### src/rtl/mul_arbiter.sv
// mul_arbiter: round-robin arbiter that shares one start/fin shift-add
// multiplier between two requesters, with a watchdog that aborts an
// operation the multiplier never finishes.
module mul_arbiter #(
    parameter int WIDTH   = 4,
    parameter int TIMEOUT = 15
) (
    input  logic               clk,
    input  logic               rst,
    input  logic               req0,
    input  logic               req1,
    input  logic [WIDTH-1:0]   a0,
    input  logic [WIDTH-1:0]   b0,
    input  logic [WIDTH-1:0]   a1,
    input  logic [WIDTH-1:0]   b1,
    output logic               ack0,
    output logic               ack1,
    output logic [2*WIDTH-1:0] result,
    output logic               err,
    output logic               busy,
    output logic               owner,
    output logic               mul_start,
    output logic [WIDTH-1:0]   mul_multiplicand,
    output logic [WIDTH-1:0]   mul_multiplier,
    input  logic               mul_fin,
    input  logic [2*WIDTH-1:0] mul_product
);

    // Watchdog only has to count up to TIMEOUT-1.
    localparam int WDW = (TIMEOUT > 1) ? $clog2(TIMEOUT) : 1;
    localparam logic [WDW-1:0] WD_LAST = WDW'(TIMEOUT - 1);

    typedef enum logic [1:0] {
        S_IDLE = 2'd0,
        S_BUSY = 2'd1,
        S_DONE = 2'd2
    } state_t;

    state_t         r_state;
    logic [WDW-1:0] r_wd;
    logic           r_last;   // requester served most recently

    logic w_grant;
    logic w_win;
    logic w_finish;

    // With both requesting, the one not served last wins.
    assign w_grant  = req0 | req1;
    assign w_win    = (req0 & req1) ? ~r_last : req1;
    // fin wins over the watchdog when both land in the same cycle.
    assign w_finish = mul_fin | (r_wd == WD_LAST);

    // Arbitration FSM; every output is a register written here.
    always_ff @(posedge clk or posedge rst) begin
        if (rst) begin
            r_state          <= S_IDLE;
            r_wd             <= '0;
            r_last           <= 1'b1;    // favour requester 0 after reset
            ack0             <= 1'b0;
            ack1             <= 1'b0;
            result           <= '0;
            err              <= 1'b0;
            busy             <= 1'b0;
            owner            <= 1'b0;
            mul_start        <= 1'b0;
            mul_multiplicand <= '0;
            mul_multiplier   <= '0;
        end else begin
            ack0 <= 1'b0;
            ack1 <= 1'b0;
            case (r_state)
                S_IDLE: begin
                    if (w_grant) begin
                        owner            <= w_win;
                        mul_multiplicand <= w_win ? a1 : a0;
                        mul_multiplier   <= w_win ? b1 : b0;
                        r_wd             <= '0;
                        mul_start        <= 1'b1;
                        busy             <= 1'b1;
                        r_state          <= S_BUSY;
                    end
                end
                S_BUSY: begin
                    r_wd <= r_wd + WDW'(1);
                    if (w_finish) begin
                        result    <= mul_fin ? mul_product : '0;
                        err       <= ~mul_fin;
                        mul_start <= 1'b0;
                        ack0      <= ~owner;
                        ack1      <= owner;
                        r_last    <= owner;
                        r_state   <= S_DONE;
                    end
                end
                S_DONE: begin
                    // One start-low cycle before the next grant lets the multiplier re-arm.
                    busy    <= 1'b0;
                    err     <= 1'b0;
                    r_state <= S_IDLE;
                end
                default: begin
                    r_state <= S_IDLE;
                end
            endcase
        end
    end

endmodule

### config.mk
export PLATFORM = sky130hd
export DESIGN_NAME = mul_arbiter
export DESIGN_NICKNAME = d
export VERILOG_FILES = /design/src/rtl/mul_arbiter.sv
export SDC_FILE = /design/constraint.sdc
export NUM_CORES = 1
export LEC_CHECK = 0
export ABC_AREA = 0
export BUFFER_PORTS_ARGS = -buffer_cell sky130_fd_sc_hd__buf_4
export CAP_MARGIN = 0
export CELL_PAD_IN_SITES_DETAIL_PLACEMENT = 1
export CELL_PAD_IN_SITES_GLOBAL_PLACEMENT = 2
export CORE_UTILIZATION = 27
export CTS_CLUSTER_SIZE = 8
export DETAILED_ROUTE_END_ITERATION = 8
export HOLD_SLACK_MARGIN = 0.12
export PLACE_DENSITY = 0.83
export SETUP_SLACK_MARGIN = 0.2
export SYNTH_ARGS = -nofsm -noshare
export SYNTH_HDL_FRONTEND = slang
export SYNTH_SLANG_ARGS = --single-unit
### constraint.sdc
create_clock -name clk -period 1.53 [get_ports clk]
set_clock_uncertainty 0.05 [all_clocks]
set_input_delay 0.306 -clock clk [delete_from_list [all_inputs] [get_ports clk]]
set_output_delay 0.306 -clock clk [all_outputs]
set_load 0.02 [all_outputs]
== Yosys cells after proc, flatten, opt, wreduce, memory -nomap -nowiden ==
Index checks and enable logic that the tools add are counted.

* Register bits: 29
* Bits in latches: 0
* Bits in writable memories: 0
* Bits in read-only memories: 0
* Input bits: 29
* Output and inout port bits: 22
* Word-level logic and storage cells: 54
* Memories: 0

* Add/subtract/negate cells: 1
* Multipliers: 0
* Div/mod/pow operators: 0
* $lt $le $gt $ge: 0
* Equal/unequal tests: 5
* Shifts and indexed selects: 0
* Multiplexer cells: 19
* Bitwise gates (word level): 6
* Reductions and logical operators: 11

{| class="wikitable"
|+ Operator list
! cell !! count
|-
| 2-to-1 mux 4 bit || 3
|-
| AND reduction 2 bit || 6
|-
| 2-to-1 mux 1 bit || 8
|-
| 2-to-1 mux 8 bit || 1
|-
| one-hot mux 4 bit (2 select lines) || 1
|-
| one-hot mux 1 bit (2 select lines) || 3
|-
| nonzero test 2 bit || 3
|-
| adder 4 x 1 -> 4 bit (second input constant) || 1
|-
| equality test 4 bit (second input constant) || 1
|-
| 2-to-1 mux 2 bit || 2
|-
| != test 2 bit (second input constant) || 2
|-
| one-hot mux 2 bit (2 select lines) || 1
|-
| inverter 1 bit || 3
|-
| AND reduction 3 bit || 1
|-
| equality test 2 x 1 -> 1 bit (second input constant) || 1
|-
| equality test 2 bit (second input constant) || 1
|-
| logical NOT 2 bit || 1
|-
| bitwise OR 1 bit || 2
|-
| AND 1 bit || 1
|}

== Longest topological paths before layout ==
* Depth in word-level cells: 4
* Mapped depth: 6
* Depth with buffers taken out: 5

== Worst setup path before layout ==
Ideal clock, no wire load.

* Kind: reg-to-reg
* Start: register r_last
* End: register mul_multiplicand[3]
* Setup time: 0.125 ns
* Arrival time: 1.301 ns
* Data required time: 1.355 ns
* Path slack: 0.054 ns
* Stages on the path, launching flop included: 5
* Path buffers: 1
* Clock period less this slack: 1.476 ns
* Cells stage by stage: dfstp_2 -> a21bo_1 -> buf_6 -> mux2_4 -> mux2_2

* Longest elaborated chain between the ends: 3

{| class="wikitable"
|+ RTL lines
! element !! line !! source
|-
| start, declared || 41 || <nowiki>logic r_last;</nowiki>
|-
| start signal, assigned || 91 || <nowiki>r_last <= owner;</nowiki>
|-
| inverter 1 bit || 49 || <nowiki>assign w_win = (req0 & req1) ? ~r_last : req1;</nowiki>
|-
| 2-to-1 mux 1 bit || 49 ||
|-
| 2-to-1 mux 4 bit || 75 || <nowiki>mul_multiplicand <= w_win ? a1 : a0;</nowiki>
|-
| end signal, assigned || 75 ||
|-
| end, declared || 23 || <nowiki>output logic [WIDTH-1:0] mul_multiplicand,</nowiki>
|}

Every way passes these cells.
A chain may end at the register's enable or synchronous reset.

== Worst setup path after layout ==
* Start: register r_last
* End: register mul_multiplicand[1]

Same word-level chain as after synthesis.

==> flow_summary.ini <==
[run_status]
status = finished with violations
violations = negative setup slack

[power_and_ir_drop]
power_density_nw_per_um2 = 1940
vdd_drop_max_uv = 521
p_leak_nw = 1.02

[synthesis]
ys_types = 27
netlist_instances = 95
syn_nets = 126
ys_ff_latch = 29
ys_seq_area_share_pct = 55.3
yosys_warnings = 0
syn_area_um2 = 1320
syn_avg_cell_area_um2 = 13.8

[hold_path]
hp-start = mul_product[0]
min_path_cells = 2
min_path_type = in -> reg
holdPathEnd = result[0]

[sta]
fmax_mhz = 642
tightest_slew_ns = 0.398
period_minus_slack_ns = 1.56
finalHoldViolations = 0
setup_ws_ns = -0.0272
maxSlewViolCount = 0
finalCritPeriodShare_pct = 102
relSlewSlack_pct = 73.3
finalSetupTns_ns = -0.141
rsz0062_at_grt = yes
setup_viol = 8

[flow_run]
drv_cap = 0

[floorplanning]
initial_core_util_pct = 28.0
num_rows = 25
core_area_um2 = 4690
die_w_um = 71.8
die-area_um2 = 5150
io_pins = 51
dieHeight_um = 71.8

[setup_path]
slowest_delay_ns = 0.55
critPathCaptureType = register
worstPathArrival_ns = 1.68
worstSetupPathType = reg -> reg
cp_slowest_cell = dfstp_2
crit_path_start_kind = register
ff2ff_path_depth = 4
r2r_setup_slack_ns = -0.03
required_ns = 1.66
startpoint = r_last
reg2reg_to = mul_multiplicand[1]
cp_common_cell = mux2_4
cp_cell_sequence = a21bo_4 -> clkbuf_16 -> mux2_4 -> mux2_4
worstPathMaxFanout = 4
r2r-start = r_last

[placement]
hpwl_um = 2570
portBuffers = 50
gp_congestion = 0.811
pre_cts_slack_ns = -0.0153

[cts]
clk_latency_ns = 0.29
htreeDepth = 2
tritoncts = done
cts_sinks = 29
cts_buffers = 5
clk_pin_slew_ns = 0.07
cts_root_buffer = clkbuf_8
clockBufferDepth = 2

[global_route]
grt-ovfl-total = 0
grt_use_total_pct = 15.7
first_global_vias = 1185
grt_antenna_before_repair = 0
grt_max_degree = 30
grt_pass1_wl_um = 6000

[drt]
drc = 0
drtAntennaViolNets = 0
drtPass1Iterations = 4
viasPerCell = 4.89
drt_iter0_markers = 43
vias = 1070
wire_per_inst_um = 17.7
wirelength_um = 3890

[finish]
synthToLayoutAreaGrowth_pct = 57.8
final_cell_mix = buf_4, dfrtp_1, mux2_4
mostFrequentLayoutCell = buf_4
drive_above_1_share_pct = 62.4
diodes = 0
final_nets = 195
## how the worst max path moves through the flow
stage | to | slack (ns) | depth (start not counted)
2_1_floorplan | mul_multiplicand[0] | 0.06 | 4
5_1_grt | mul_multiplicand[1] | -0.05 | 4
3_5_place_dp | mul_multiplicand[0] | -0.02 | 4
6_report | mul_multiplicand[1] | -0.03 | 4
4_1_cts | mul_multiplicand[0] | -0.02 | 4
3_3_place_gp | mul_multiplier[0] | 0.02 | 4
## timing repair
item                       4_1_cts  5_1_grt
hold buffers                     1        0
pin swaps                        2        2
setup endpoints to repair       19       20
gates cloned                     1        1
buffers inserted                 3        2
resized for setup                9       10
hold endpoints to repair        28        0
## critical path: cells and delay by family (launching register included)
kind	cells	cell delay, ns
multiplexers	2	0.55
flip-flops	1	0.55
AO/OA/AOI/OAI	1	0.16
buffers and inverters	1	0.14
## power by group
| group | internal, mW | switching (mW) |
|---|---|---|
| clock | 0.318 | 0.329 |
| combinational | 1.07 | 0.948 |
| sequential | 1.11 | 0.258 |
| total | 2.49 | 1.54 |
## sequential cells by signal, summed over array words and instances, names as in the netlist
signal,cells
r_state,2
result,8
mul_multiplicand,4
err,1
busy,1
ack0,1
ack1,1
mul_start,1
mul_multiplier,4
r_wd,4
owner,1
r_last,1
## stage by stage
step / hold slack [ns] / instance area (um^2) / util, % / std cells / power (mW)
2_1_floorplan: 0.333 / 1340 / - / 95 / 2.41
3_5_place_dp: 0.365 / 1820 / 38.7 / 203 / 3.15
3_3_place_gp: 0.350 / 1820 / 38.7 / 203 / 3.06
5_1_grt: 0.187 / 2070 / 44.2 / 219 / 4.24
6_report: 0.184 / 2070 / 44.2 / 219 / 4.03
4_1_cts: 0.182 / 1980 / 42.2 / 216 / 3.90
## kinds of logic (layout without fill, tap and decap cells)
| logic type | count (synthesis) | count (layout) | share of synthesized area, % |
|---|---|---|---|
| compound gates | 22 | 22 | 13.4 |
| fa+ha+maj | 2 | 2 | 1.90 |
| buf+inv | 9 | 79 | 3.62 |
| flops | 29 | 29 | 55.3 |
| mux | 19 | 19 | 20.1 |
| simple gates | 14 | 14 | 5.71 |
## per-layer routing
layer / global-route usage, % / vias to the layer above / share of wire [%]
met5: 0 / - / 0
met4: 7.19 / 0 / 2.2
met3: 3.94 / 9 / 2.9
met2: 26.8 / 19 / 55
met1: 18.4 / 558 / 40
li1: - / 484 / -
## Yosys cell counts (all sizes together)
cell type / instances / area share, %
dfrtp: 28 / 53
a21bo: 1 / 0.76
inv: 5 / 1.4
buf: 4 / 2.2
o21a: 1 / 0.57
o21ai: 3 / 1.1
o2bb2ai: 1 / 0.67
a2111oi: 1 / 0.67
nand2b: 4 / 1.9
a21o: 1 / 0.57
mux2: 17 / 19
dfstp: 1 / 2.0
or2: 1 / 0.48
mux2i: 2 / 1.5
a31oi: 1 / 0.48
ha: 2 / 1.9
nor3: 2 / 1.1
nor2: 5 / 1.4
nand3: 2 / 0.76
a22o: 9 / 6.0
o311ai: 1 / 0.67
o21bai: 1 / 0.57
a31o: 2 / 1.3
## final cells by class
class / instances / area [um^2]
repair buffers: 66 / 543
inverters: 5 / 18.8
clock buffers: 5 / 68.8
fillers: 500 / 2620
multi-input cells: 57 / 627
clock inverters: 3 / 22.5
flip-flops and latches: 29 / 727
well taps: 54 / 67.6
Power figures use the tool's default switching activity.
